<file path="src/rtl/alu_pkg.sv">
// Shared definitions for the ALU datapath interface.
//   - funct codes understood by the datapath, plus the idle NOP code
//   - sequencer state enum
//   - funct classification helpers (also used by ALUControl)
package alu_pkg;

  localparam logic [5:0] FN_AND  = 6'd36;
  localparam logic [5:0] FN_OR   = 6'd37;
  localparam logic [5:0] FN_ADD  = 6'd32;
  localparam logic [5:0] FN_SUB  = 6'd34;
  localparam logic [5:0] FN_SLT  = 6'd42;
  localparam logic [5:0] FN_SLL  = 6'd0;
  localparam logic [5:0] FN_DIVU = 6'd27;
  localparam logic [5:0] FN_MFHI = 6'd16;
  localparam logic [5:0] FN_MFLO = 6'd18;

  // Decoded by no datapath unit, so driving it leaves the divider idle.
  localparam logic [5:0] NOP_FUNCT = 6'b111111;

  typedef enum logic [1:0] {
    IDLE     = 2'd0,
    EXEC     = 2'd1,
    DIV_WAIT = 2'd2,
    RESP     = 2'd3
  } seq_state_t;

  function automatic logic funct_supported(input logic [5:0] f);
    case (f)
      FN_AND, FN_OR, FN_ADD, FN_SUB, FN_SLT,
      FN_SLL, FN_DIVU, FN_MFHI, FN_MFLO: return 1'b1;
      default:                            return 1'b0;
    endcase
  endfunction

  function automatic logic funct_is_div(input logic [5:0] f);
    return (f == FN_DIVU);
  endfunction

endpackage

</file>
<file path="src/rtl/alu_op_sequencer.sv">
// Issuing end of the ALU datapath interface.
// Accepts a request (funct, a, b) over valid/ready, drives the datapath's
// dataA/dataB/Signal, holds them for the operation latency (multi-cycle for
// DIVU), captures the datapath Output and returns it over valid/ready.
//
// Ports:
//   clk, reset          clock (rising edge), asynchronous active-high reset
//   req_valid/req_ready request handshake
//   req_funct/a/b       operation code and operands
//   alu_dataA/B/signal  registered drive to the datapath
//   alu_result          datapath Output
//   rsp_valid/rsp_ready response handshake
//   rsp_data/funct/err  result, funct of completed op, unsupported-funct flag
//   busy                high in any state other than IDLE
module alu_op_sequencer
  import alu_pkg::*;
#(
  parameter int unsigned ALU_LAT    = 2,
  parameter int unsigned DIV_CYCLES = 34,
  parameter logic [5:0]  NOP_FUNCT  = alu_pkg::NOP_FUNCT
) (
  input  logic        clk,
  input  logic        reset,
  input  logic        req_valid,
  output logic        req_ready,
  input  logic [5:0]  req_funct,
  input  logic [31:0] req_a,
  input  logic [31:0] req_b,
  output logic [31:0] alu_dataA,
  output logic [31:0] alu_dataB,
  output logic [5:0]  alu_signal,
  input  logic [31:0] alu_result,
  output logic        rsp_valid,
  input  logic        rsp_ready,
  output logic [31:0] rsp_data,
  output logic [5:0]  rsp_funct,
  output logic        rsp_err,
  output logic        busy
);

  localparam int unsigned MAX_LAT = (DIV_CYCLES > ALU_LAT) ? DIV_CYCLES : ALU_LAT;
  localparam int unsigned CNT_W   = $clog2(MAX_LAT + 1);

  seq_state_t        r_state, w_state_nxt;
  logic [CNT_W-1:0]  r_cnt, w_cnt_nxt;
  logic              r_req_ready, w_req_ready_nxt;
  logic [31:0]       r_dataA, w_dataA_nxt;
  logic [31:0]       r_dataB, w_dataB_nxt;
  logic [5:0]        r_signal, w_signal_nxt;
  logic              r_rsp_valid, w_rsp_valid_nxt;
  logic [31:0]       r_rsp_data, w_rsp_data_nxt;
  logic [5:0]        r_rsp_funct, w_rsp_funct_nxt;
  logic              r_rsp_err, w_rsp_err_nxt;
  logic              r_busy, w_busy_nxt;

  always_comb begin
    w_state_nxt     = r_state;
    w_cnt_nxt       = r_cnt;
    w_req_ready_nxt = r_req_ready;
    w_dataA_nxt     = r_dataA;
    w_dataB_nxt     = r_dataB;
    w_signal_nxt    = r_signal;
    w_rsp_valid_nxt = r_rsp_valid;
    w_rsp_data_nxt  = r_rsp_data;
    w_rsp_funct_nxt = r_rsp_funct;
    w_rsp_err_nxt   = r_rsp_err;

    case (r_state)
      IDLE: begin
        if (req_valid) begin
          w_dataA_nxt     = req_a;
          w_dataB_nxt     = req_b;
          w_req_ready_nxt = 1'b0;
          if (!funct_supported(req_funct)) begin
            // Never reaches the datapath: Signal stays at NOP.
            w_state_nxt     = RESP;
            w_rsp_valid_nxt = 1'b1;
            w_rsp_err_nxt   = 1'b1;
            w_rsp_data_nxt  = '0;
            w_rsp_funct_nxt = req_funct;
          end else if (funct_is_div(req_funct)) begin
            w_signal_nxt = req_funct;
            w_state_nxt  = DIV_WAIT;
            w_cnt_nxt    = CNT_W'(DIV_CYCLES - 1);
          end else begin
            w_signal_nxt = req_funct;
            w_state_nxt  = EXEC;
            w_cnt_nxt    = CNT_W'(ALU_LAT - 1);
          end
        end
      end

      EXEC: begin
        if (r_cnt == '0) begin
          w_rsp_data_nxt  = alu_result;
          w_rsp_valid_nxt = 1'b1;
          w_rsp_err_nxt   = 1'b0;
          w_rsp_funct_nxt = r_signal;
          w_signal_nxt    = NOP_FUNCT;
          w_state_nxt     = RESP;
        end else begin
          w_cnt_nxt = r_cnt - CNT_W'(1);
        end
      end

      DIV_WAIT: begin
        // Hi/Lo are only written inside the datapath; results come back via
        // later MFHI/MFLO requests.
        if (r_cnt == '0) begin
          w_rsp_data_nxt  = '0;
          w_rsp_valid_nxt = 1'b1;
          w_rsp_err_nxt   = 1'b0;
          w_rsp_funct_nxt = r_signal;
          w_signal_nxt    = NOP_FUNCT;
          w_state_nxt     = RESP;
        end else begin
          w_cnt_nxt = r_cnt - CNT_W'(1);
        end
      end

      RESP: begin
        // Returning to IDLE re-opens req_ready only from the next edge, so a
        // waiting request is never taken on the handshake edge.
        if (rsp_ready) begin
          w_rsp_valid_nxt = 1'b0;
          w_rsp_err_nxt   = 1'b0;
          w_req_ready_nxt = 1'b1;
          w_state_nxt     = IDLE;
        end
      end

      default: w_state_nxt = IDLE;
    endcase

    w_busy_nxt = (w_state_nxt != IDLE);
  end

  always_ff @(posedge clk or posedge reset) begin
    if (reset) begin
      r_state     <= IDLE;
      r_cnt       <= '0;
      r_req_ready <= 1'b1;
      r_dataA     <= '0;
      r_dataB     <= '0;
      r_signal    <= NOP_FUNCT;
      r_rsp_valid <= 1'b0;
      r_rsp_data  <= '0;
      r_rsp_funct <= '0;
      r_rsp_err   <= 1'b0;
      r_busy      <= 1'b0;
    end else begin
      r_state     <= w_state_nxt;
      r_cnt       <= w_cnt_nxt;
      r_req_ready <= w_req_ready_nxt;
      r_dataA     <= w_dataA_nxt;
      r_dataB     <= w_dataB_nxt;
      r_signal    <= w_signal_nxt;
      r_rsp_valid <= w_rsp_valid_nxt;
      r_rsp_data  <= w_rsp_data_nxt;
      r_rsp_funct <= w_rsp_funct_nxt;
      r_rsp_err   <= w_rsp_err_nxt;
      r_busy      <= w_busy_nxt;
    end
  end

  assign req_ready  = r_req_ready;
  assign alu_dataA  = r_dataA;
  assign alu_dataB  = r_dataB;
  assign alu_signal = r_signal;
  assign rsp_valid  = r_rsp_valid;
  assign rsp_data   = r_rsp_data;
  assign rsp_funct  = r_rsp_funct;
  assign rsp_err    = r_rsp_err;
  assign busy       = r_busy;

endmodule

</file>
<file path="config.mk">
export PLATFORM = sky130hd
export DESIGN_NAME = alu_op_sequencer
export DESIGN_NICKNAME = d
export VERILOG_FILES = /design/src/rtl/alu_pkg.sv /design/src/rtl/alu_op_sequencer.sv
export SDC_FILE = /design/constraint.sdc
export NUM_CORES = 1
export LEC_CHECK = 0
export CORE_MARGIN = 5
export CORE_UTILIZATION = 43
export DETAILED_ROUTE_END_ITERATION = 6
export GPL_ROUTABILITY_DRIVEN = 0
export GPL_TIMING_DRIVEN = 0
export PLACE_DENSITY = 0.9
export SLEW_MARGIN = 0
export SYNTH_ARGS = -nofsm -noshare
export SYNTH_HDL_FRONTEND = slang
export SYNTH_SLANG_ARGS = --single-unit
</file>
<file path="constraint.sdc">
create_clock -name clk -period 5.5 [get_ports clk]
set_clock_uncertainty 0.15 [all_clocks]
set_input_delay 0.825 -clock clk [delete_from_list [all_inputs] [get_ports clk]]
set_output_delay 0.825 -clock clk [all_outputs]
set_load 0.01 [all_outputs]
</file>
==> results of run 1 <==
==> through the flow <==
stage	hold WS (ps)	std cells	setup slack, ps	setup TNS, ps	area [um2]
after floorplan	335	417	1350	0	5080
after global placement	332	777	-160	-17140	7430
after detailed placement	342	778	2250	0	7460
after CTS	354	806	2650	0	8000
after global routing	364	806	2500	0	8000
final	348	806	2600	0	8000
==> worst register-to-register path: stages, from the launching register on <==
cell and delay (ps):
dfrtp_1 400, inv_1 80, ha_1 220, clkbuf_1 240, nand2_1 250, buf_2 300, buf_1 490, mux2_2 410
==> where the power goes <==
group | leakage [nW] | total (mW) | internal [mW] | switching [mW]
clock network | 0.268 | 1.00 | 0.655 | 0.349
registers | 1.47 | 1.61 | 1.36 | 0.255
logic | 1.59 | 2.49 | 1.36 | 1.12
total | 3.33 | 5.10 | 3.38 | 1.73
==> how the worst max path moves through the flow <==
stage,start,end,slack (ps),depth (start not counted)
2_1_floorplan,reset,alu_dataA[0],1350,1
3_3_place_gp,reset,alu_dataA[10],-160,2
3_5_place_dp,req_funct[3],rsp_data[11],2250,7
4_1_cts,req_funct[1],rsp_data[24],2650,7
5_1_grt,req_funct[1],alu_signal[5],2500,6
6_report,req_funct[1],rsp_data[24],2600,7
==> layer usage <==
layer	share of wire	up-vias	wire length (um)	GRT usage
met5	0	-	0	0
met4	0.026	0	374	0.0840
met3	0.096	31	1390	0.0926
met2	0.50	214	7230	0.352
met1	0.38	2042	5420	0.227
li1	-	1953	-	-
==> cell usage after synthesis (2+ instances only) <==
master	instances	area (um2)
or2_2	5	31.3
mux2_2	76	856
nand2_1	40	150
a22o_1	3	26.3
dfstp_2	7	184
buf_1	8	30.0
buf_2	2	10.0
a31oi_1	3	18.8
and3_1	3	18.8
nand3_1	4	20.0
a21oi_1	8	40.0
ha_1	6	75.1
nor2_1	10	37.5
and2_1	2	12.5
nor2b_1	2	12.5
clkbuf_2	2	10.0
inv_1	10	37.5
o22ai_1	4	25.0
o32a_1	6	60.1
o21ai_0	57	285
clkbuf_1	8	30.0
nand2b_1	3	18.8
dfrtp_1	113	2830
buf_4	3	22.5
nor3_1	2	10.0
o21ai_1	11	55.1
==> cell usage in the layout (no fill, tap or decap), types with 2 or more instances in the layout <==
master	count
clkdlybuf4s50_1	217
dfrtp_1	113
mux2_2	76
o21ai_0	57
nand2_1	40
clkbuf_16	17
clkbuf_1	11
o21ai_1	11
nor2_1	10
inv_1	9
buf_1	8
a21oi_1	8
dfstp_2	7
o32a_1	6
ha_1	6
or2_2	5
nand3_1	4
o22ai_1	4
clkbuf_8	4
a31oi_1	3
and3_1	3
buf_4	3
nand2b_1	3
a22o_1	3
clkinv_2	3
buf_2	2
nor2b_1	2
clkbuf_2	2
and2_1	2
nor3_1	2
==> cells by family (layout without fill, tap and decap cells) <==
group / count (synthesis) / in the layout / synth area share
flip-flops: 120 / 120 / 0.593
AO/OA/AOI/OAI: 104 / 104 / 0.124
multiplexers: 77 / 77 / 0.170
AND/OR/NAND/NOR: 77 / 77 / 0.0700
buffers and inverters: 33 / 279 / 0.0276
adder cells (fa/ha/maj): 6 / 6 / 0.0148
==> state kept, by name, indices dropped and copies added, names as in the netlist <==
| signal | cells |
|---|---|
| rsp_err | 1 |
| r_state | 2 |
| rsp_data | 32 |
| r_cnt | 6 |
| rsp_valid | 1 |
| alu_dataB | 32 |
| alu_signal | 6 |
| busy | 1 |
| rsp_funct | 6 |
| req_ready | 1 |
| alu_dataA | 32 |
==> layout make-up <==
type / count / area, um2 / share of cell area
flip-flops and latches: 120 / 3010 / 0.377
clock buffers: 24 / 492 / 0.0615
plain buffers: 23 / 103 / 0.0128
well taps: 143 / 179 / 0.0224
clock inverters: 4 / 45.0 / 0.00563
repair buffers: 218 / 2200 / 0.275
multi-input cells: 264 / 1930 / 0.241
inverters: 10 / 40.0 / 0.00501
==> metrics, run 1 <==
status finished, final reports clean; RR Endpoint alu_dataA[7]; worst path bufs/invs 2; CTS Buffer Depth 2; initial antenna violation count 0; reg2reg setup slack 2840 ps; YS warnings 0; die area 0.0141 mm2; Synth cell types 45; DP HPWL 10700 um; Mean Syn Cell Area 12.2 um2; CP endpoint kind flop; Crit path max-delay family compound AO/OA/AOI/OAI gates; Max Cap Viol 0; Final period util 0.526; H-tree depth 4; number of flops mapped to enable cells by yosys 0; Max-Slew Margin vs Limit 0.510; Lkg Pwr 3.33 nW; hold_sp alu_dataA[12]; initial core utilization 0.441; Final Util 0.694; Cells after Synth 417; CTS tree yes; WP data required 5610 ps; Pre-antenna DRT Iters 4; Starting DRT DRC Count 438; Syn Nets 529; post-CTS setup buffers 0; first-pass GRT wire length 23300 um; vias 4240; layout cells sized above 1 0.187; worst-case vdd ir drop 0.360 mV; Core ar. 0.0115 mm2; antenna fix cells 0; max incr delay on CP 510 ps; WS Path Type in2reg; area added between synthesis and finish 57.5%; Worst-Margin Slew 735 ps; ys flop type dfrtp_1; clock latency on the worst-skew pair 400 ps; vias in the first global route 4534; pwr dens 638 mW/mm2; Nets 766; Yosys reg bits 120; ys async rst share 1.00; class of the worst hold path reg2reg; WHS Endpoint alu_dataA[12]; PortBufs 217; maximum achievable frequency 345 MHz; clock sink count 120; clock-pin slew on the worst setup and hold paths 50 ps; IO Pins 218; grt ovf 0; FP Rows 39; hold depth 1; cell area after synthesis 0.00508 mm2; wire per inst 17.9 um; hold_buf cts 0; final slew viol count 0; chip width 119 um; Power, Total 5.10 mW; critical path peak fanout 10; gr usage total 0.208; setup violators final 0; ANT nets after route 0; RSZ-0062 raised after global routing no; CP cell instances clkdlybuf4s50_1 > or2_1 > a2111o_1 > a41oi_4 > or2_2 > buf_4 > o21ai_0; Die Y 119 um; FF-to-FF path depth 7; CP startpoint kind input port; CTS Root Cell clkbuf_16; Arr. time, crit path 3000 ps; drt drc 0; Seq/Total Area, Yosys 0.593; post-cts resize count 0; DRT Wirelength 14400 um; largest net degree at the start of global routing 64; final hold vios 0; routed vias/inst 5.26; Worst path slowest cell clkdlybuf4s50_1; fin crit period 2900 ps; FF-to-FF Start r_state[0]; number of CTS-inserted buffers 17; Filler cells 780
(Power assumes the default switching activity.)
==> run 2: changes to the inputs <==
clock period = 2.83 ns   (was 5.5 ns; I/O delays follow)
==> run 2 against run 1 <==
Compared with the run above:
- clock-buffer cell count fell by 2
- via count is 0.24% lower
- cell area is 0.61% higher
- utilization rose by 0.42 points
- worst setup slack worse by 2400 ps
- register-to-register slack lost 2600 ps
- clock power up 98%
- hold slack worse by 180 ps
- critical path depth is the same
- largest cell class unchanged
- largest power group unchanged
==> metrics, run 2 (synthesis gave the netlist of run 1 again) <==
ANT nets after route 0 (unchanged); most common cell after layout, fill and taps aside clkdlybuf4s50_1 (unchanged); Pre-antenna DRT Iters 4 (unchanged); Starting DRT DRC Count 310 (was 438); multi-input logic area 0.00193 mm2 (unchanged); hold_buf cts 0 (unchanged); final slew viol count 0 (unchanged); chip width 119 um (unchanged); clock latency on the worst-skew pair 400 ps (about the same); Cell Count, Final, Fillers Out 811 (was 806); pwr dens 1240 mW/mm2 (was 638 mW/mm2); final hold vios 0 (unchanged); Max Cap Viol 0 (unchanged); fin crit period 2630 ps; Core ar. 0.0115 mm2 (unchanged); gr usage total 0.207 (was 0.208); Filler cells 794 (was 780); area added between synthesis and finish 58.4% (was 57.5%); IO Pins 218 (unchanged); FF-to-FF Start r_state[0] (unchanged); drt drc 0 (unchanged); PortBufs 217 (unchanged); CTS Root Cell clkbuf_16 (unchanged); number of CTS-inserted buffers 17 (unchanged); RR Endpoint alu_dataA[20] (was alu_dataA[7]); first-pass GRT wire length 23200 um (was 23300 um); DP HPWL 11000 um (was 10700 um); CP endpoint kind flop (unchanged); CTS tree yes (unchanged); largest net degree at the start of global routing 43 (was 64); Worst-Margin Slew 610 ps (was 735 ps); grt ovf 0 (unchanged); CTS Buffer Depth 2 (unchanged); highest-count cells in the layout ignoring fill and taps clkdlybuf4s50_1, dfrtp_1, mux2_2 (unchanged); Arr. time, crit path 2770 ps (was 3000 ps); FF-to-FF path depth 7 (unchanged); clock-pin slew on the worst setup and hold paths 50 ps (about the same); vias 4230 (was 4240); WP data required 2960 ps (was 5610 ps); status finished, final reports clean (unchanged); Power, Total 9.95 mW (was 5.10 mW); dpl cells 780 (was 778); Final period util 0.931; vias in the first global route 4441 (was 4534); die area 0.0141 mm2 (unchanged); initial antenna violation count 0 (unchanged); CP startpoint kind flop (was input port); class of the worst hold path in2async (was reg2reg); routed vias/inst 5.22 (was 5.26); maximum achievable frequency 380 MHz; Lkg Pwr 3.35 nW (was 3.33 nW); Hold Slack 164 ps (was 348 ps); FP Rows 39 (unchanged); Final Util 0.699 (was 0.694); reg2reg setup slack 200 ps (was 2840 ps); initial core utilization 0.441 (unchanged); H-tree depth 4 (unchanged); setup violators final 0 (unchanged); Die Y 119 um (unchanged); setup tns final 0 ps (unchanged); critical path peak fanout 10 (unchanged); WS Path Type reg2reg (was in2reg); worst-case vdd ir drop 0.814 mV (was 0.360 mV); wire per inst 17.9 um (about the same); Nets 768 (was 766); Max-Slew Margin vs Limit 0.593 (was 0.510); sequential standard cell area 0.00301 mm2 (unchanged); antenna fix cells 0 (unchanged); DRT Wirelength 14500 um (was 14400 um); layout cells sized above 1 0.198 (was 0.187); post-CTS setup buffers 0 (unchanged); clock sink count 120 (unchanged)
[run 2: routing by layer]
| metal | up-vias | global-route usage | share of wire | wire length (um) |
|---|---|---|---|---|
| met1 | 2046 | 0.231 | 0.38 | 5590 |
| li1 | 1961 | - | - | - |
| met5 | - | 0 | 0 | 0 |
| met2 | 198 | 0.355 | 0.50 | 7320 |
| met3 | 25 | 0.0888 | 0.093 | 1350 |
| met4 | 0 | 0.0717 | 0.018 | 267 |
[run 2: how the worst max path moves through the flow]
stage               slack (ps)       endpoint         start
floorplan                  650  alu_dataA[16]    r_state[0]
global placement          -240   rsp_funct[4]         reset
detailed placement         -10   rsp_data[23]  req_funct[3]
CTS                        120   alu_dataA[9]    r_state[0]
global route                -2  alu_dataA[20]    r_state[0]
finish                     200  alu_dataA[20]    r_state[0]
[run 2: where the power goes]
group / total, mW / internal, mW / switching, mW
Combinational: 4.85 / 2.66 / 2.19
Sequential: 3.12 / 2.63 / 0.486
Clock: 1.98 / 1.26 / 0.718
Total: 9.95 / 6.55 / 3.40
[run 2: cell type report]
cell class,count,share of cell area
Sequential cell,120,0.374
Timing Repair Buffer,220,0.277
Multi-Input combinational cell,264,0.240
Clock buffer,22,0.0589
Tap cell,143,0.0222
Buffer,23,0.0131
Clock inverter,9,0.00933
Inverter,10,0.00513
[run 2: stage by stage]
step                      cell area [um2]  worst slack [ps]
after floorplan                      5080               646
after global placement               7430              -238
after detailed placement             7490             -14.1
after CTS                            8040               115
after global routing                 8050             -1.70
final                                8050               195
[run 2: repair_timing]
item,in CTS,in global routing
endpoints found under the hold margin,0,0
resized for setup,0,2
endpoints found under the setup margin,0,19
[run 2: critical path: stages (launching register included)]
cell and delay (ps):
dfrtp_1 390, inv_1 80, ha_1 230, clkbuf_1 230, nand2_1 270, buf_2 310, buf_1 440, mux2_2 400
